**src/rtl/ahb_bram_ctrl_if.sv**
```systemverilog
// AHB-Lite slave-side bus bundle for the block RAM controller.
// The master modport is the bus matrix side; the slave modport is the controller.
interface ahb_bram_ctrl_if;
    logic        HSEL;
    logic [31:0] HADDR;
    logic [1:0]  HTRANS;
    logic [2:0]  HSIZE;
    logic        HWRITE;
    logic [31:0] HWDATA;
    logic        HREADY;
    logic        HREADYOUT;
    logic        HRESP;
    logic [31:0] HRDATA;

    modport master (
        output HSEL, HADDR, HTRANS, HSIZE, HWRITE, HWDATA, HREADY,
        input  HREADYOUT, HRESP, HRDATA
    );

    modport slave (
        input  HSEL, HADDR, HTRANS, HSIZE, HWRITE, HWDATA, HREADY,
        output HREADYOUT, HRESP, HRDATA
    );
endinterface

```
**src/rtl/ahb_bram_ctrl.sv**
```systemverilog
// AHB-Lite to single-port byte-writable block RAM bridge.
// Reads issue in the address phase (zero wait); writes land in the data phase.
// A read that follows a write directly waits one cycle so it sees the new data.
// Illegal sizes / misaligned accesses get a two-cycle ERROR and never touch RAM.
module ahb_bram_ctrl #(
    parameter int ADDR_WIDTH = 14
) (
    input  logic                  HCLK,
    input  logic                  HRESET,
    ahb_bram_ctrl_if.slave        ahb,
    output logic [ADDR_WIDTH-1:0] bram_addr,
    output logic [31:0]           bram_wdata,
    output logic [3:0]            bram_we,
    input  logic [31:0]           bram_rdata
);

    typedef enum logic [2:0] {
        S_IDLE, S_RD, S_WR, S_RDW, S_ERR1, S_ERR2
    } state_t;

    state_t                state, state_nxt;
    logic                  accept, illegal, rd_acc, wr_acc;
    logic [3:0]            lanes;
    logic [3:0]            we_q;        // lanes of the write in its data phase
    logic [ADDR_WIDTH-1:0] haddr_word;
    logic [ADDR_WIDTH-1:0] wr_addr, rd_addr, addr_hold;
    logic                  hreadyout_q, hresp_q;

    // Upper HADDR bits alias; HTRANS[0] (SEQ vs NONSEQ) is irrelevant here.
    logic unused_bits;
    assign unused_bits = ^{ahb.HADDR[31:ADDR_WIDTH+2], ahb.HTRANS[0]};

    assign haddr_word = ahb.HADDR[ADDR_WIDTH+1:2];
    assign accept     = ahb.HSEL & ahb.HTRANS[1] & ahb.HREADY;
    assign rd_acc     = accept & ~illegal & ~ahb.HWRITE;
    assign wr_acc     = accept & ~illegal &  ahb.HWRITE;

    // Size / alignment legality of the transfer in its address phase.
    always_comb begin
        illegal = 1'b0;
        case (ahb.HSIZE)
            3'd0:    illegal = 1'b0;
            3'd1:    illegal = ahb.HADDR[0];
            3'd2:    illegal = (ahb.HADDR[1:0] != 2'b00);
            default: illegal = 1'b1;
        endcase
    end

    // Byte-lane strobes for a write in its address phase.
    always_comb begin
        lanes = 4'b0000;
        case (ahb.HSIZE)
            3'd0:    lanes = 4'b0001 << ahb.HADDR[1:0];
            3'd1:    lanes = ahb.HADDR[1] ? 4'b1100 : 4'b0011;
            default: lanes = 4'b1111;
        endcase
    end

    // Next state; RDW and ERR1 stall the bus so nothing is accepted there.
    always_comb begin
        state_nxt = S_IDLE;
        case (state)
            S_RDW:  state_nxt = S_RD;
            S_ERR1: state_nxt = S_ERR2;
            default: begin
                if (accept && illegal)
                    state_nxt = S_ERR1;
                else if (rd_acc)
                    state_nxt = (state == S_WR) ? S_RDW : S_RD;
                else if (wr_acc)
                    state_nxt = S_WR;
                else
                    state_nxt = S_IDLE;
            end
        endcase
    end

    // RAM address: the write owns the port in WR, a deferred read in RDW,
    // otherwise a fresh read goes straight through in its address phase.
    always_comb begin
        bram_addr = addr_hold;
        if (state == S_WR)
            bram_addr = wr_addr;
        else if (state == S_RDW)
            bram_addr = rd_addr;
        else if (rd_acc)
            bram_addr = haddr_word;
    end

    // Reset gates the strobe so a write caught in reset is dropped.
    assign bram_we       = (HRESET || state != S_WR) ? 4'b0000 : we_q;
    assign bram_wdata    = ahb.HWDATA;
    assign ahb.HRDATA    = bram_rdata;
    assign ahb.HREADYOUT = hreadyout_q;
    assign ahb.HRESP     = hresp_q;

    // State register, registered bus responses and captured address-phase info.
    always_ff @(posedge HCLK) begin
        if (HRESET) begin
            state       <= S_IDLE;
            hreadyout_q <= 1'b1;
            hresp_q     <= 1'b0;
            we_q        <= 4'b0000;
            wr_addr     <= '0;
            rd_addr     <= '0;
            addr_hold   <= '0;
        end else begin
            state       <= state_nxt;
            hreadyout_q <= !(state_nxt == S_RDW || state_nxt == S_ERR1);
            hresp_q     <= (state_nxt == S_ERR1 || state_nxt == S_ERR2);
            we_q        <= (state_nxt == S_WR) ? lanes : 4'b0000;
            addr_hold   <= bram_addr;
            if (wr_acc)
                wr_addr <= haddr_word;
            if (rd_acc)
                rd_addr <= haddr_word;
        end
    end

endmodule

```
**src/flat_wrapper.sv**
```systemverilog
// flat-port wrapper written by rule: the top's interface ports become plain ports
module ahb_bram_ctrl_flat 
#(
    parameter int ADDR_WIDTH = 14
)
  (HCLK, HRESET, bram_addr, bram_wdata, bram_we, bram_rdata, ahb_HSEL, ahb_HADDR, ahb_HTRANS, ahb_HSIZE, ahb_HWRITE, ahb_HWDATA, ahb_HREADY, ahb_HREADYOUT, ahb_HRESP, ahb_HRDATA);
  ahb_bram_ctrl_if ahb_i ();
  input  logic HCLK;
  input  logic HRESET;
  output logic [ADDR_WIDTH-1:0] bram_addr;
  output logic [31:0] bram_wdata;
  output logic [3:0] bram_we;
  input  logic [31:0] bram_rdata;
  input wire logic [$bits(ahb_i.HSEL)-1:0] ahb_HSEL;
  input wire logic [$bits(ahb_i.HADDR)-1:0] ahb_HADDR;
  input wire logic [$bits(ahb_i.HTRANS)-1:0] ahb_HTRANS;
  input wire logic [$bits(ahb_i.HSIZE)-1:0] ahb_HSIZE;
  input wire logic [$bits(ahb_i.HWRITE)-1:0] ahb_HWRITE;
  input wire logic [$bits(ahb_i.HWDATA)-1:0] ahb_HWDATA;
  input wire logic [$bits(ahb_i.HREADY)-1:0] ahb_HREADY;
  output wire logic [$bits(ahb_i.HREADYOUT)-1:0] ahb_HREADYOUT;
  output wire logic [$bits(ahb_i.HRESP)-1:0] ahb_HRESP;
  output wire logic [$bits(ahb_i.HRDATA)-1:0] ahb_HRDATA;
  assign ahb_i.HSEL = ahb_HSEL;
  assign ahb_i.HADDR = ahb_HADDR;
  assign ahb_i.HTRANS = ahb_HTRANS;
  assign ahb_i.HSIZE = ahb_HSIZE;
  assign ahb_i.HWRITE = ahb_HWRITE;
  assign ahb_i.HWDATA = ahb_HWDATA;
  assign ahb_i.HREADY = ahb_HREADY;
  assign ahb_HREADYOUT = ahb_i.HREADYOUT;
  assign ahb_HRESP = ahb_i.HRESP;
  assign ahb_HRDATA = ahb_i.HRDATA;
  ahb_bram_ctrl #(.ADDR_WIDTH(ADDR_WIDTH)) u_core (.HCLK(HCLK), .HRESET(HRESET), .ahb(ahb_i), .bram_addr(bram_addr), .bram_wdata(bram_wdata), .bram_we(bram_we), .bram_rdata(bram_rdata));
endmodule
```
**config.mk**
```make
export PLATFORM = sky130hd
export DESIGN_NAME = ahb_bram_ctrl_flat
export DESIGN_NICKNAME = d
export VERILOG_FILES = /design/src/rtl/ahb_bram_ctrl_if.sv /design/src/rtl/ahb_bram_ctrl.sv /design/src/flat_wrapper.sv
export SDC_FILE = /design/constraint.sdc
export NUM_CORES = 1
export LEC_CHECK = 0
export CORE_UTILIZATION = 39
export DETAILED_ROUTE_END_ITERATION = 10
export GPL_ROUTABILITY_DRIVEN = 0
export PLACE_DENSITY = 0.86
export SETUP_SLACK_MARGIN = 0.2
export SLEW_MARGIN = 5
export SYNTH_ARGS = -nofsm -noshare
export SYNTH_HDL_FRONTEND = slang
export SYNTH_SLANG_ARGS = --single-unit
```
**constraint.sdc**
```tcl
create_clock -name HCLK -period 4 [get_ports HCLK]
set_input_delay 0.8 -clock HCLK [delete_from_list [all_inputs] [get_ports HCLK]]
set_output_delay 0.8 -clock HCLK [all_outputs]
set_load 0.02 [all_outputs]
```
# [After elaboration in Yosys (flattened, before gate mapping)]
# Index checks and enable logic that the tools add are counted.
[word_totals] reg_bits=51 latch_bits=0 ramBits=0 rom_bits=0 in_bits=106 out_inout_bits=84 memories=0
[classes] add_sub_neg=0 n_mul=0 div=0 order_cmp=0 eq_ne=10 n_shift=1 muxes=12 bitwise_logic=8 reduce_logical=8
[op_table] cell="$mux W14" n=3
[op_table] cell="$eq A3 B2 Y1 const B" n=5
[op_table] cell="$eq A3 B3 Y1 const B" n=3
[op_table] cell="$mux W4" n=2
[op_table] cell="$pmux W4 S2" n=1
[op_table] cell="$mux W3" n=2
[op_table] cell="$pmux W3 S2" n=1
[op_table] cell="$and A1 B1 Y1" n=5
[op_table] cell="$mux W2" n=2
[op_table] cell="$shl A1 B2 Y4 const A" n=1
[op_table] cell="$eq A3 B1 Y1 const B" n=1
[op_table] cell="$logic_not A3 Y1" n=1
[op_table] cell="$logic_or A1 B1 Y1" n=3
[op_table] cell="$ne A3 B2 Y1 const B" n=1
[op_table] cell="$not A1 Y1" n=3
[op_table] cell="$pmux W1 S3" n=1
[op_table] cell="$reduce_bool A2 Y1" n=1
[op_table] cell="$reduce_or A2 Y1" n=1
[op_table] cell="$logic_and A1 B1 Y1" n=1
[op_table] cell="$logic_not A1 Y1" n=1

# [Logic depth before layout (Yosys ltp)]
# Gate-level depths: netlist (run 1).
[logic_depth] word_depth=12 ltp_mapped=6 ltp_nobuf=4

# [Least setup slack after synthesis (run 1)]
# Ideal clock, no wire load.
[synth_timing] path_type="input port to output port" startpoint="input ahb_HSIZE[0]" endpoint="output bram_addr[1]" t_arrival_ps=2307 path_slack_ps=893 cell_stages=5 path_buffers=1 path_cell_list="or3_4 > a21oi_1 > buf_2 > a211oi_1 > nor3_1"
[synth_via] elab_chain_cells=8 word_cells_on_any_way=10 cone_classes="2 x eq/ne; 4 x mux; 3 x bitwise; 1 x reduce/logical"
[synth_rtl] element="from (decl)" line="flat_wrapper.sv:17" source="input wire logic [$bits(ahb_i.HSIZE)-1:0] ahb_HSIZE;"
[synth_rtl] element="$eq A3 B2 Y1, or another cell as far along" line="ahb_bram_ctrl.sv:41" source="case (ahb.HSIZE)"
[synth_rtl] element="$pmux W1 S3 (*)" line="ahb_bram_ctrl.sv:41"
[synth_rtl] element="$not A1 Y1 (*)" line="ahb_bram_ctrl.sv:35" source="assign rd_acc = accept & ~illegal & ~ahb.HWRITE;"
[synth_rtl] element="$and A1 B1 Y1 (*) (2 in series)" line="ahb_bram_ctrl.sv:35"
[synth_rtl] element="$mux W14 (*)" line="ahb_bram_ctrl.sv:86" source="else if (rd_acc)"
[synth_rtl] element="$mux W14 (*)" line="ahb_bram_ctrl.sv:84" source="else if (state == S_RDW)"
[synth_rtl] element="$mux W14 (*)" line="ahb_bram_ctrl.sv:82" source="if (state == S_WR)"
[synth_rtl] element="to (decl)" line="flat_wrapper.sv:10" source="output logic [ADDR_WIDTH-1:0] bram_addr;"
# Every way passes the cells marked *; elsewhere a longest branch is shown, timed or not.

# [Worst setup path in the final report (run 1)]
[layout_timing] startpoint="input ahb_HADDR[1]" endpoint="output bram_addr[0]"
[layout_via] elab_chain_cells=8
[layout_rtl] element="from (decl)" line="flat_wrapper.sv:15" source="input wire logic [$bits(ahb_i.HADDR)-1:0] ahb_HADDR;"
[layout_rtl] element="$reduce_bool A2 Y1" line="ahb_bram_ctrl.sv:44" source="3'd2: illegal = (ahb.HADDR[1:0] != 2'b00);"
[layout_rtl] element="$pmux W1 S3" line="ahb_bram_ctrl.sv:41"
[layout_rtl] element="$not A1 Y1" line="ahb_bram_ctrl.sv:35"
[layout_rtl] element="$and A1 B1 Y1 (2 in series)" line="ahb_bram_ctrl.sv:35"
[layout_rtl] element="$mux W14" line="ahb_bram_ctrl.sv:86"
[layout_rtl] element="$mux W14" line="ahb_bram_ctrl.sv:84"
[layout_rtl] element="$mux W14" line="ahb_bram_ctrl.sv:82"
# Every way passes these cells.

==> results of run 1 <==
timing repair:
action	in CTS	in global routing
gates resized for setup	24	1
gates cloned	0	0
endpoints found under the setup margin	14	1
setup buffers	0	0
endpoints found under the hold margin	0	0
through the flow:
stage                     worst slack, ps  power [mW]  cell area [um^2]    util
after global placement              73.60      0.6293              2998  0.4155
after CTS                           205.8      0.9053              3127  0.4334
after detailed placement            54.42      0.6317              2998  0.4155
after global routing                211.8      0.9322              3129  0.4338
after floorplan                     892.6      0.6663              2893       -
final                               348.0      0.9039              3129  0.4338
worst max path at each step:
stage / startpoint / to
floorplan: ahb_HSIZE[0] / bram_addr[1]
global placement: ahb_HADDR[0] / bram_addr[2]
detailed placement: ahb_HADDR[0] / bram_addr[6]
CTS: ahb_HADDR[0] / bram_addr[3]
global route: ahb_HADDR[1] / bram_addr[0]
finish: ahb_HADDR[1] / bram_addr[0]
cell type report:
cell class | count | area [um^2]
clock buffer | 7 | 76.32
fill | 714 | 4085
inverter | 3 | 11.26
multi-input combinational | 216 | 1368
sequential | 50 | 1001
tap | 99 | 123.9
timing repair buffer | 57 | 549.3
worst max-delay path, delay by kind of cell:
kind	cells	cell delay (ps)
and+or+nand+nor	3	880
buffers and inverters	2	810
AOI/OAI and AO/OA	1	350
sequential cells by signal, indices dropped and copies added, names as in the netlist:
register and count:
u_core.state 3, u_core.we_q 4, u_core.rd_addr 14, u_core.ahb.HREADYOUT 1
u_core.wr_addr 14, u_core.addr_hold 14
synthesized netlist by cell type:
| master | instances |
|---|---|
| nand2b_1 | 1 |
| mux2i_1 | 14 |
| a31o_2 | 1 |
| dfxtp_1 | 50 |
| nor4_1 | 28 |
| o211ai_1 | 1 |
| clkbuf_1 | 19 |
| nor2b_1 | 15 |
| inv_1 | 3 |
| or3_4 | 1 |
| a221oi_1 | 1 |
| and3_1 | 5 |
| a21oi_1 | 19 |
| nand3_1 | 15 |
| nor3b_1 | 1 |
| o21a_1 | 13 |
| a2111oi_4 | 1 |
| buf_2 | 5 |
| nor3_1 | 15 |
| o21ai_0 | 16 |
| buf_6 | 1 |
| a2111oi_0 | 1 |
| o2111a_1 | 1 |
| o21bai_1 | 2 |
| a211oi_1 | 16 |
| nand4_1 | 1 |
| buf_4 | 64 |
| a21o_2 | 2 |
| nor2_1 | 45 |
| nand2_1 | 1 |
layer usage:
metal,vias up,track usage
li1,1161,-
met1,1142,0.1953
met2,88,0.3270
met3,25,0.03299
met4,0,0.07038
met5,-,0
layout by cell type, fill, tap and decap left out, types with 10 or more instances in the layout:
| master | n |
|---|---|
| o21ai_0 | 16 |
| nand3_1 | 15 |
| o21a_1 | 13 |
| clkdlybuf4s50_1 | 30 |
| dlygate4sd2_1 | 13 |
| a21oi_1 | 18 |
| dfxtp_1 | 50 |
| nor2_1 | 44 |
| nor2b_1 | 15 |
| nor4_2 | 10 |
| nor4_1 | 18 |
| a211oi_1 | 16 |
| nor3_1 | 15 |
| mux2i_1 | 14 |
| buf_4 | 11 |
logic make-up after synthesis:
logic type	Yosys count
flip-flops	50
buffers and inverters	92
AND/OR/NAND/NOR	128
multiplexers	14
AO/OA/AOI/OAI	74
power groups by stage:
stage                     registers [mW]  clock network, mW  logic (mW)
final                              0.507              0.282       0.115
after global routing               0.508              0.301       0.124
after CTS                          0.507              0.284       0.115
after detailed placement           0.519                  0       0.113
after global placement             0.518                  0       0.111
after floorplan                    0.517                  0       0.149
==> metrics.md, run 1 <==
| Metric | Value |
|---|---|
| Largest family of logic cells by synthesized area | simple AND/OR/NAND/NOR gates |
| Number of H-tree levels | 2 |
| CP Class | input port to output port |
| Inst Count DP | 425 |
| CP Capture Type | output port |
| Clk pwr share | 0.311 |
| Top-area cell type share of the netlist area | 0.3460 |
| Vias in the first global route | 2,454 |
| Share of post-route cells with drive strength above 1 | 0.1051 |
| Wl on met1 | 2855 um |
| Setup TNS | 0 ps |
| Synth Area in Simple Gates | 0.2262 |
| Met3 wire len | 371 um |
| Sw frac | 0.2545 |
| Die height | 88.13 um |
| Period utilisation layout | 0.9130 |
| Syn avg cell area | 8.080 um^2 |
| Status | finished, final reports clean |
| Origin of the critical flop-to-flop path | u_core.state[0] |
| Leak | 1.086 nW |
| Die X | 88.13 um |
| DRC marker count from the first detailed-route iteration | 154 |
| Power Density | 288.9 nW/um^2 |
| Die footprint | 7766 um^2 |
| Drt total wl | 6638 um |
| Initial antenna violation count | 0 |
| Hold WS | 482.1 ps |
| Required time worst endpoint | 3200 ps |
| Drt wl/cell | 15.37 um |
| N_diodes | 0 |
| Slowest CP cell | clkdlybuf4s50_1 |
| Grt ovf | 0 |
| Ys Warns | 0 |
| Mux cell area share after synthesis | 0.04844 |
| DR DRC count | 0 |
| Routed Antenna Nets | 0 |
| NetSw | 0.2301 mW |
| Post-layout instance count excluding filler cells | 432 |
| Xor and xnor area share after synthesis | 0 |
| Core region area | 7214 um^2 |
| Hold_buf cts | 0 |
| I/O pin count | 190 |
| Complex-gate fraction of the synthesized area | 0.1721 |
| Worst-path clk slew | 90 ps |
| Int Power | 0.6739 mW |
| Clock root cell | clkbuf_8 |
| Reg power frac | 0.561 |
| DR pass1 iterations | 4 |
| Cell area after synthesis | 2893 um^2 |
| Ordered list of cells on the worst path | clkdlybuf4s50_1 > or3_4 > a21o_4 > nor4_1 > nor3_1 > dlygate4sd2_1 |
| Effective utilization at floorplan | 0.4010 |
| Peak VDD IR | 0.1336 mV |
| Area grow syn2layout | 8.175% |
| Nets@finish | 439 |
| CTS tree | yes |
| Crit path arrival time | 2850 ps |
| Row cnt | 31 |
| Yosys cell types | 30 |
| RSZ-0062 raised after global routing | no |
| WHS Path Cells | 2 |
| Worst Hold Launch | u_core.rd_addr[13] |
| Seq/Total Area, Yosys | 0.3460 |
| First-pass GRT wire length | 10,890 um |
| CTS Buffer Depth | 2 |
| Final Slew Violations | 0 |
| CP Max Fanout | 29 |
| Min Tclk post-route | 3652 ps |
| Hold EP | u_core.rd_addr[13] |
| Fmax | 273.8 MHz |
| Top routing layer in use | met4 |
| Synth area leaders | dfxtp_1, buf_4, nor4_1 |
| Worst reg2reg setup slack | 1950 ps |
| Final hold vios | 0 |
| Pin count of the biggest net entering global routing | 46 |
| CTS sink cnt | 50 |
| Comb pwr share | 0.128 |
| Vias | 2,416 |
| Tot GR Track Use | 0.1754 |
| Setup violators final | 0 |
| Hold Crit Class | flip-flop to flip-flop |
| Post-synth top area cell | dfxtp_1 |
| Adder-cell share of the synthesized area | 0 |
| Reg2reg end | u_core.we_q[0] |
| Met2 WL | 3282 um |
| Final HPWL DP | 4428 um |
| Post-Syn Nets | 464 |
| R2r worst-path depth | 5 |
| Cell count after synthesis | 358 |
| Flop and latch count out of synthesis | 50 |
| Post-DR vias/cell | 5.593 |
| Max incr delay on CP | 470 ps |
| Layout Skew | 6.792 ps |
| CTS buffer count | 5 |
| IO Port Bufs | 44 |
| Worst-Skew Late Latency | 300 ps |
| Slew margin rel. | 0.5024 |
| Worst-Margin Slew | 746.4 ps |
| CP Launch Type | input port |
| Max-Cap Viols | 0 |
Note: power is estimated with default switching activity, not from simulation.
==> inputs of run 2 (changes only) <==
==> constraint.sdc (replaced) <==
create_clock -name HCLK -period 4 [get_ports HCLK]
set_input_delay 0.4 -clock HCLK [delete_from_list [all_inputs] [get_ports HCLK]]
set_output_delay 0.4 -clock HCLK [all_outputs]
set_load 0.02 [all_outputs]
==> metrics.md, run 2 (synthesis gave the netlist of run 1 again) <==
| Metric | Value |
|---|---|
| Comb pwr share | 0.113 |
| Vias | 2,387 |
| Hold Crit Class | flip-flop to flip-flop |
| Core region area | 7214 um^2 |
| Tot GR Track Use | 0.1703 |
| Int Power | 0.7360 mW |
| Worst-Skew Late Latency | 310 ps |
| DRC marker count from the first detailed-route iteration | 195 |
| DR DRC count | 0 |
| CTS tree | yes |
| CP Max Fanout | 32 |
| Post-CTS Resized | 0 |
| Hold_buf cts | 0 |
| Slew margin rel. | 0.3741 |
| Fillers | 691 |
| Post-DR vias/cell | 5.577 |
| Power Density | 318.1 nW/um^2 |
| Drt wl/cell | 15.01 um |
| Effective utilization at floorplan | 0.4010 |
| Nets@finish | 434 |
| Grt ovf | 0 |
| Final Slew Violations | 0 |
| Period utilisation layout | 0.8359 |
| Status | finished, final reports clean |
| Setup WS pre-CTS | 656.5 ps |
| N_diodes | 0 |
| Post-route setup slack | 656.2 ps |
| Worst-Margin Slew | 936.6 ps |
| Inst Count DP | 420 |
| Layout Skew | 13.75 ps |
| Commonest cells after routing, fill and taps aside | dfxtp_1, nor2_1, clkdlybuf4s50_1 |
| CTS sink cnt | 50 |
| Final Util | 0.4221 |
| Die height | 88.13 um |
| Die X | 88.13 um |
| DR pass1 iterations | 4 |
| Post-layout instance count excluding filler cells | 428 |
| Number of H-tree levels | 2 |
| First-pass GRT wire length | 10,340 um |
| Worst-path clk slew | 80 ps |
| Biggest regs | u_core.addr_hold: 14 flops, u_core.rd_addr: 14 flops, u_core.wr_addr: 14 flops |
| CTS buffer count | 5 |
| Sw frac | 0.2402 |
| Leak | 0.9855 nW |
| Drt total wl | 6423 um |
| Crit path arrival time | 2940 ps |
| Row cnt | 31 |
| Share of post-route cells with drive strength above 1 | 0.06687 |
| Min Tclk post-route | 3344 ps |
| Area grow syn2layout | 5.277% |
| NetSw | 0.2327 mW |
| Peak VDD IR | 0.1509 mV |
| Max-Cap Viols | 0 |
| Routed Antenna Nets | 0 |
| CTS Buffer Depth | 2 |
| Pin count of the biggest net entering global routing | 46 |
| Postcts setup bufs | 0 |
| CP Class | input port to output port |
| Initial antenna violation count | 0 |
| Total power | 0.9687 mW |
| Final HPWL DP | 4288 um |
| Most common cell after layout, fill and taps aside | dfxtp_1 |
| Clock root cell | clkbuf_8 |
| CP Launch Type | input port |
| CP Capture Type | output port |
| Final hold vios | 0 |
| Reg power frac | 0.523 |
| Vias in the first global route | 2,304 |
| Setup violators final | 0 |
| Clk pwr share | 0.365 |
| RSZ-0062 raised after global routing | no |
| Die footprint | 7766 um^2 |
| Required time worst endpoint | 3600 ps |
| Fmax | 299.1 MHz |
| I/O pin count | 190 |
| Setup TNS | 0 ps |
| IO Port Bufs | 44 |
run 2: changes by cell type in the layout (fill, tap and decap cells not counted), sizes merged:
cell,previous run,this run
dlygate4sd2,13,0
dlymetal6s2s,1,0
buf,13,8
clkdlybuf4s50,30,44
clkinvlp,0,1
bufinv,0,1
clkbuf,7,6
run 2: power by group through the flow:
stage	clock network, mW	logic, mW	registers (mW)
CTS	0.359	0.108	0.506
detailed placement	0	0.108	0.518
global route	0.380	0.117	0.507
floorplan	0	0.149	0.517
global placement	0	0.106	0.517
finish	0.353	0.109	0.506
run 2: area by class of cell:
class / instances / area, um^2 / share of cell area
Clock buffer: 6 / 72.57 / 0.02383
Clock inverter: 2 / 37.54 / 0.01233
Inverter: 3 / 11.26 / 0.003698
Multi-Input combinational cell: 216 / 1299 / 0.4265
Sequential cell: 50 / 1001 / 0.3287
Tap cell: 99 / 123.9 / 0.04067
Timing Repair Buffer: 52 / 500.5 / 0.1643
run 2: path summary, 6_finish.rpt:
check	endpoint	start	slack (ps)	cells past startpoint
setup / recovery	bram_addr[13]	ahb_HSIZE[0]	660	7
hold / removal	u_core.rd_addr[11]	u_core.rd_addr[11]	480	2
setup reg to reg	u_core.we_q[0]	u_core.state[0]	2040	5
hold reg to reg	u_core.rd_addr[11]	u_core.rd_addr[11]	480	2
run 2: worst max-delay path: stages:
cell and delay, ps:
clkdlybuf4s50_1 490, or3_4 460, a21oi_2 140, buf_4 350
a211oi_1 160, nor3_1 280, clkdlybuf4s50_1 650
run 2: stage by stage:
stage | hold WS, ps | cell area (um^2)
6_report | 478.6 | 3045
5_1_grt | 507.7 | 3045
4_1_cts | 479.2 | 3045
3_5_place_dp | 467.4 | 2935
3_3_place_gp | 460.1 | 2935
2_1_floorplan | 452.0 | 2893
run 2: metal layers:
layer  vias to the layer above  routed length, um  GRT usage
li1                       1146                  -          -
met2                        83               3201     0.3094
met1                      1140               2730     0.1875
met4                         0                 76    0.07478
met3                        18                416    0.04241
met5                         -                  0          0
==> inputs of run 3 (changes only) <==
- CORE_UTILIZATION: 39 -> 33
- PLACE_DENSITY: 0.86 -> 0.78
- clock period: 4 -> 2.9 ns (I/O delays scaled with it)
==> metrics.md, run 3 (synthesis gave the netlist of run 1 again) <==
| Metric | Value |
|---|---|
| Hold Crit Class | flip-flop to flip-flop |
| DP Area | 3060 um^2 |
| Area grow syn2layout | 11.42% |
| R2r worst-path depth | 5 |
| Worst-Skew Late Latency | 300 ps |
| Post-layout instance count excluding filler cells | 443 |
| Fillers | 823 |
| Inst Count DP | 435 |
| First-pass GRT wire length | 11,390 um |
| Final Util | 0.3864 |
| Number of H-tree levels | 2 |
| Fin area | 3223 um^2 |
| CTS Buffer Depth | 2 |
| Worst-Margin Slew | 567.5 ps |
| CP Class | input port to output port |
| Tot GR Track Use | 0.1579 |
| Row cnt | 33 |
| DRC marker count from the first detailed-route iteration | 189 |
| Clock root cell | clkbuf_8 |
| Vias | 2,409 |
| Effective utilization at floorplan | 0.3468 |
| DR pass1 iterations | 4 |
| Core region area | 8341 um^2 |
| Pin count of the biggest net entering global routing | 46 |
| Period utilisation layout | 0.9133 |
| Most common cell after layout, fill and taps aside | dfxtp_1 |
| Final hold vios | 0 |
| Reg2reg end | u_core.we_q[3] |
| Hold_buf cts | 0 |
| Die X | 95.63 um |
| WHS Path Cells | 2 |
| Share of post-route cells with drive strength above 1 | 0.1302 |
| Biggest regs | u_core.addr_hold: 14 flops, u_core.rd_addr: 14 flops, u_core.wr_addr: 14 flops |
| I/O pin count | 190 |
| Final Slew Violations | 0 |
| Commonest cells after routing, fill and taps aside | dfxtp_1, nor2_1, clkdlybuf4s50_1 |
| Final HPWL DP | 4546 um |
| Crit path arrival time | 2360 ps |
| CP Launch Type | input port |
| Drt total wl | 6917 um |
| Layout Skew | 7.815 ps |
| Nets@finish | 443 |
| Post-DR vias/cell | 5.438 |
| Setup violators final | 0 |
| Required time worst endpoint | 2610 ps |
| Hold EP | u_core.rd_addr[13] |
| Vias in the first global route | 2,477 |
| Setup WS pre-CTS | -51.27 ps |
| CP Max Fanout | 29 |
| Origin of the critical flop-to-flop path | u_core.state[0] |
| Max-Cap Viols | 0 |
| DR DRC count | 0 |
| Worst Hold Launch | u_core.rd_addr[13] |
| Initial antenna violation count | 0 |
| Leak | 1.166 nW |
| Drt wl/cell | 15.61 um |
| Hold WS | 483.0 ps |
| Routed Antenna Nets | 0 |
| CP Capture Type | output port |
| Status | finished, final reports clean |
| Die footprint | 9144 um^2 |
| Postcts setup bufs | 0 |
| CTS tree | yes |
| Slew margin rel. | 0.6209 |
| CTS sink cnt | 50 |
| Peak VDD IR | 0.2669 mV |
| Setup TNS | 0 ps |
| Power Density | 399.1 nW/um^2 |
| Fmax | 377.6 MHz |
| RSZ-0062 raised after global routing | yes |
| Post-route setup slack | 251.3 ps |
| N_diodes | 0 |
| Worst-path clk slew | 80 ps |
| Total power | 1.286 mW |
| CTS buffer count | 5 |
| Die height | 95.63 um |
| Min Tclk post-route | 2649 ps |
| Grt ovf | 0 |
| IO Port Bufs | 44 |
| Worst reg2reg setup slack | 1100 ps |
## run 3: cell count changes in the layout (fill, tap and decap cells not counted), sizes merged
| cell | change |
|---|---|
| dlygate4sd2 | +9 |
| bufinv | -1 |
| clkinvlp | -1 |
| buf | +9 |
| clkinv | +1 |
| dlymetal6s2s | +4 |
| clkdlybuf4s50 | -14 |
| clkbuf | +1 |
| clkdlybuf4s15 | +1 |
## run 3: layout make-up
class                      count  area [um^2]  area share
inverter                       3        11.26    0.003494
multi-input combinational    216         1370      0.4251
tap                          105        131.4     0.04076
clock inverter                 1        5.005    0.001553
clock buffer                   7        86.33     0.02679
sequential                    50         1002      0.3109
timing repair buffer          61        616.8      0.1914
## run 3: per-layer routing
layer / GRT usage / share of wire / vias up
li1: - / - / 1157
met1: 0.1871 / 0.41 / 1139
met2: 0.2726 / 0.51 / 87
met3: 0.03110 / 0.069 / 26
met4: 0.07338 / 0.020 / 0
met5: 0 / 0 / -
## run 3: how the worst max path moves through the flow
| stage | end | slack (ps) | cells after the start | startpoint |
|---|---|---|---|---|
| final | bram_addr[4] | 250 | 7 | ahb_HSIZE[0] |
| after CTS | bram_addr[8] | 60 | 7 | ahb_HSIZE[0] |
| after global placement | bram_addr[4] | -30 | 7 | ahb_HSIZE[0] |
| after global routing | bram_addr[4] | 170 | 7 | ahb_HSIZE[0] |
| after detailed placement | bram_addr[4] | -50 | 7 | ahb_HSIZE[0] |
| after floorplan | bram_addr[1] | 810 | 5 | ahb_HSIZE[0] |
## run 3: power breakdown
group | switching (mW) | internal [mW] | total, mW
combinational | 0.0916 | 0.0760 | 0.168
sequential | 0.00699 | 0.693 | 0.700
clock | 0.226 | 0.193 | 0.419
## run 3: repair_timing
action,CTS,global route
endpoints found under the setup margin,14,14
pin swaps,0,0
resized for setup,15,13
## run 3: critical path, stage by stage
cell             delay [ps]
clkdlybuf4s50_1         420
or3_4                   410
a21o_2                  240
buf_12                  170
nor4_1                  370
nor3_1                  110
dlygate4sd2_1           330
==> RTL edit 1, RTL diff (flow settings as in run 3) <==
`ADDR_WIDTH` is set to 14 in 2 places; all go to 13.
--- a/src/rtl/ahb_bram_ctrl.sv
+++ b/src/rtl/ahb_bram_ctrl.sv
@@ -4,5 +4,5 @@
 // Illegal sizes / misaligned accesses get a two-cycle ERROR and never touch RAM.
 module ahb_bram_ctrl #(
-    parameter int ADDR_WIDTH = 14
+    parameter int ADDR_WIDTH = 13
 ) (
     input  logic                  HCLK,
--- a/src/flat_wrapper.sv
+++ b/src/flat_wrapper.sv
@@ -2,5 +2,5 @@
 module ahb_bram_ctrl_flat 
 #(
-    parameter int ADDR_WIDTH = 14
+    parameter int ADDR_WIDTH = 13
 )
   (HCLK, HRESET, bram_addr, bram_wdata, bram_we, bram_rdata, ahb_HSEL, ahb_HADDR, ahb_HTRANS, ahb_HSIZE, ahb_HWRITE, ahb_HWDATA, ahb_HREADY, ahb_HREADYOUT, ahb_HRESP, ahb_HRDATA);
Interface: changed (resized bram_addr); port bits go from 190 to 189. The function was not compared with the original's and may differ.
==> RTL edit 1 against run 3 <==
  * Sequential cell count fell by 3
  * Setup slack improved by 0.061 ns
  * Total power rose by 1.3%
  * Sequential share of layout area down 0.16 points
  * Cell area shrank 5.6%
  * Synthesized area shrank 4.8%
  * Wire length is 6.6% lower
==> RTL edit 1: results <==
group,metric,value,unit
timing,worst_pin_slew,0.698,ns
routing,first_iter_violations,102,
placed_design,preCtsSetupSlack,-0.0717,ns
grt,grt_pass1_wl,10900,um
clock_network,clk_latency,0.31,ns
final_layout,post_route_cells_drive_above_1_share,0.131,
clock_network,clk_root_buffer_cell,"clkbuf_8",
logic_synthesis,ys.flop_type,"dfxtp_1",
worst_setup_path,timing.critical_path.fanout_max,25,
logic_synthesis,syn_nets,445,
logic_synthesis,post_synth_most_frequent_cells,"buf_4, dfxtp_1, nor2_1",
clock_network,cts_buffer_depth,2,
worst_hold_path,timing.hold.worst.class,"register to register",
final_layout,fillers,791,
grt,grtUsageTotal,0.156,
clock_network,clkSlewWorstSetupHoldPaths,0.08,ns
clock_network,h-tree-depth,2,
routing,finalWirelength,6460,um
routing,post_drt_via_cell_ratio,5.36,
status,status,"finished, final reports clean",
logic_synthesis,ys_warn_count,0,
clock_network,cts_made_buffers,5,
grt,grt_antenna_before_repair,0,
final_layout,top_flop_regs,"u_core.addr_hold (13), u_core.rd_addr (13), u_core.wr_addr (13)",
final_layout,fin_nets,425,
grt,first_global_vias,2363,
logic_synthesis,synthDistinctLibCells,30,
final_layout,antenna-diode-count,0,
worst_setup_path,critPathArrivalTime,2.30,ns
placed_design,io_buffer_count,42,
power_and_ir_drop,power_leakage,1.08,nW
logic_synthesis,post_synth_main_area_contributors,"dfxtp_1, buf_4, nor4_1",
power_and_ir_drop,largest_vdd_supply_drop,0.178,mV
logic_synthesis,synth_sequential_area_ratio,0.342,
grt,largest_net_degree_at_the_start_of_global_routing,43,
placed_design,place_hpwl,4260,um
timing,fin_worst_skew,0.0162,ns
## RTL edit 1: kinds of logic (layout without fill, tap and decap cells)
logic type | Yosys count | count (layout) | synth area share
and+or+nand+nor | 120 | 120 | 0.223
buffers and inverters | 89 | 70 | 0.217
AOI/OAI and AO/OA | 70 | 70 | 0.172
DFF | 47 | 47 | 0.342
muxes | 13 | 13 | 0.0472
## RTL edit 1: cell type report
type                    instances  share of cell area
multi-input cells             203               0.423
flip-flops and latches         47               0.309
repair buffers                 59               0.184
well taps                     102              0.0420
clock buffers                   5              0.0226
clock inverters                 3              0.0152
inverters                       3             0.00370
## RTL edit 1: repair_timing
action,in CTS,in global routing
resized for setup,19,9
setup endpoints to repair,13,6
hold buffers,0,0
pin swaps,0,0
## RTL edit 1: per-layer routing
metal	GRT usage	part of all wire
met1	0.177	0.43
met2	0.266	0.51
met3	0.0431	0.056
met4	0.0795	0.0088
met5	0	0
## RTL edit 1: worst paths after layout
kind                startpoint                end  slack, ns  depth (start not counted)
min          u_core.rd_addr[9]  u_core.rd_addr[9]       0.49                          2
min reg2reg  u_core.rd_addr[9]  u_core.rd_addr[9]       0.49                          2
max               ahb_HSIZE[0]       bram_addr[5]       0.31                          6
max reg2reg    u_core.state[0]     u_core.we_q[1]       1.12                          5
## RTL edit 1: stage by stage
step / cells / setup TNS [ns] / area (um^2)
floorplan: 339 / 0 / 2760
global placement: 414 / -0.000614 / 2880
detailed placement: 414 / -0.0852 / 2880
CTS: 422 / 0 / 3030
global route: 422 / 0 / 3040
finish: 422 / 0 / 3040
## RTL edit 1: worst max-delay path, stage by stage
cell,delay [ns]
clkdlybuf4s50_1,0.43
or3_4,0.42
a21o_4,0.35
nor4_1,0.38
nor3_1,0.09
dlygate4sd2_1,0.33
## RTL edit 1: report_power, final
part / switching [mW] / internal (mW) / leakage (nW) / total (mW)
registers: 0.00470 / 0.652 / 0.379 / 0.656
logic: 0.0880 / 0.0709 / 0.648 / 0.159
clock network: 0.228 / 0.260 / 0.0548 / 0.488
total: 0.321 / 0.982 / 1.08 / 1.30
==> RTL edit 2, RTL diff (config.mk and constraints of run 3) <==
Made on the original files. The 6 states of `state_t` get a one-hot encoding in 6 bits.
--- a/src/rtl/ahb_bram_ctrl.sv
+++ b/src/rtl/ahb_bram_ctrl.sv
@@ -15,6 +15,6 @@
 );
 
-    typedef enum logic [2:0] {
-        S_IDLE, S_RD, S_WR, S_RDW, S_ERR1, S_ERR2
+    typedef enum logic [5:0] {
+        S_IDLE = 6'b000001, S_RD = 6'b000010, S_WR = 6'b000100, S_RDW = 6'b001000, S_ERR1 = 6'b010000, S_ERR2 = 6'b100000
     } state_t;
 
Check against the original RTL: same outputs for any inputs over 10 cycles, from zero or initial values and one cycle with HRESET high; not proved beyond that.
==> RTL edit 2 against run 3 <==
  * Total power shrank 0.45%
  * Sequential power up 7.3%
  * Setup slack got worse by 0.0063 ns
  * First-iteration DRC count decreased by 51%
  * Sequential cell count rose by 4
  * Synthesized area fell by 8.4%
  * Cell count shrank 7.4%
  * Wire length decreased by 9.9%
  * Count of clock-buffer cells in the layout fell by 2
  * Cell area down 7.9%
  * Non-clock buffer count up 11
  * Largest cell class is now registers
  * Largest power group unchanged
  * Highest routed layer unchanged
==> RTL edit 2: results <==
group,metric,value,unit
worst_setup_path,reg2reg_to,"u_core.addr_hold[13]",
worst_hold_path,timing.hold.worst.class,"register to register",
grt,met3_usage,0.0327,
final_layout,fillers,785,
routing,dr_total_vias,2156,
final_layout,antenna-diode-count,0,
status,status,"finished, final reports clean",
clock_network,clk_root_buffer_cell,"clkbuf_8",
worst_setup_path,worst_path_max_delay_cell,"or4_4",
clock_network,h-tree-depth,2,
clock_network,clkSlewWorstSetupHoldPaths,0.10,ns
clock_network,postCtsSetupRepairBufs,0,
logic_synthesis,ys_warn_count,0,
grt,groute.layer.met1.usage,0.175,
placed_design,io_buffer_count,44,
grt,grtUsageTotal,0.148,
worst_setup_path,max_stage_delay_on_crit_path,0.55,ns
grt,grt_pass1_wl,9670,um
worst_hold_path,worstHoldEndpoint,"u_core.rd_addr[0]",
clock_network,cts_buffer_depth,2,
logic_synthesis,ys.flop_type,"dfxtp_1",
worst_setup_path,timing.critical_path.fanout_max,10,
clock_network,cts_made_buffers,5,
final_layout,fin_nets,413,
grt,largest_net_degree_at_the_start_of_global_routing,51,
logic_synthesis,post_synth_most_frequent_cells,"buf_4, dfxtp_1, nand2_1",
worst_setup_path,r2r-start,"u_core.state[1]",
worst_setup_path,r2r_cells,5,
logic_synthesis,post_synth_main_area_contributors,"dfxtp_1, buf_4, nand2_1",
worst_setup_path,critPathArrivalTime,2.36,ns
worst_hold_path,min_from,"u_core.rd_addr[0]",
timing,fin_worst_skew,0.00720,ns
worst_setup_path,timing.reg2reg.setup_slack,1.32,ns
routing,finalWirelength,6230,um
final_layout,post_route_cells_drive_above_1_share,0.195,
routing,first_iter_violations,93,
grt,first_global_vias,2077,
routing,post-route-drc-count,0,
logic_synthesis,synthArstFlopShare,0,
grt,grt_use_met2,0.242,
routing,drt_first_pass_iters,4,
placed_design,preCtsSetupSlack,-0.173,ns
worst_hold_path,whs_path_depth,2,
final_layout,top_flop_regs,"u_core.addr_hold (14), u_core.rd_addr (14), u_core.wr_addr (14)",
logic_synthesis,synth_sequential_area_ratio,0.408,
placed_design,place_hpwl,4250,um
timing,worst_slew_margin_rel,0.660,
logic_synthesis,syn_nets,413,
power_and_ir_drop,largest_vdd_supply_drop,0.251,mV
grt,grt_antenna_before_repair,0,
power_and_ir_drop,power_leakage,1.07,nW
clock_network,clk_latency,0.32,ns
## RTL edit 2: changes by cell type in the layout (fill, tap and decap cells not counted), moves of 12 or more
cell             run 3  this run
nor3_1              15         3
nor2_1              44        17
nand2_1              1        46
o21ai_0             16         3
o22ai_1              0        14
nor4_1              17         1
o21a_1              13         0
a211oi_1            16         0
a311oi_1             0        14
a31oi_1              0        12
buf_4               13        26
nor2b_1             15         3
nand3_1             15         3
## RTL edit 2: worst register-to-register path: stages, from the launching register on
cell,delay [ns]
dfxtp_1,0.35
nor4_4,0.36
nand2_1,0.21
buf_4,0.24
o22ai_1,0.22
a311oi_1,0.08
## RTL edit 2: how the worst max path moves through the flow
| stage | startpoint | endpoint | slack, ns | cells after the start |
|---|---|---|---|---|
| 6_report | ahb_HADDR[0] | bram_addr[13] | 0.25 | 7 |
| 5_1_grt | ahb_HADDR[0] | bram_addr[2] | 0.15 | 7 |
| 4_1_cts | ahb_HADDR[0] | bram_addr[4] | 0.11 | 7 |
| 3_5_place_dp | ahb_HADDR[0] | bram_addr[4] | -0.17 | 7 |
| 3_3_place_gp | ahb_HADDR[0] | bram_addr[4] | -0.14 | 7 |
| 2_1_floorplan | ahb_HSIZE[0] | bram_addr[10] | 0.76 | 5 |
## RTL edit 2: layer usage
| metal | vias to the layer above | wire length (um) |
|---|---|---|
| li1 | 1013 | - |
| met1 | 1023 | 2620 |
| met2 | 94 | 2980 |
| met3 | 26 | 430 |
| met4 | 0 | 205 |
| met5 | - | 0 |
## RTL edit 2: logic make-up after synthesis
kind of cell	share of synthesized area
muxes	0.0529
DFF	0.408
buffers and inverters	0.212
and+or+nand+nor	0.133
xor gates and xnor gates	0.00331
AOI/OAI and AO/OA	0.191
## RTL edit 2: final cells by class
cell class,count,area (um^2),area share
Clock buffer,5,68.8,0.0232
Clock inverter,3,21.3,0.00717
Inverter,2,7.51,0.00253
Multi-Input combinational cell,172,1040,0.350
Sequential cell,54,1080,0.364
Tap cell,102,128,0.0430
Timing Repair Buffer,72,623,0.210
## RTL edit 2: through the flow
step | cell area [um^2] | total power, mW | cells | hold slack (ns)
finish | 2970 | 1.28 | 410 | 0.462
global route | 2970 | 1.33 | 410 | 0.487
CTS | 2980 | 1.29 | 410 | 0.464
detailed placement | 2890 | 0.869 | 402 | 0.451
global placement | 2890 | 0.866 | 402 | 0.442
floorplan | 2650 | 0.935 | 307 | 0.437
## RTL edit 2: where the power goes
| group | leakage (nW) | internal (mW) | switching (mW) |
|---|---|---|---|
| Clock | 0.0441 | 0.170 | 0.259 |
| Sequential | 0.436 | 0.748 | 0.00344 |
| Combinational | 0.591 | 0.0523 | 0.0481 |
| Total | 1.07 | 0.970 | 0.310 |
## RTL edit 2: repair_timing
item                       CTS  global route
resized for setup           37            26
setup endpoints to repair   18            15
hold buffers                 0             0
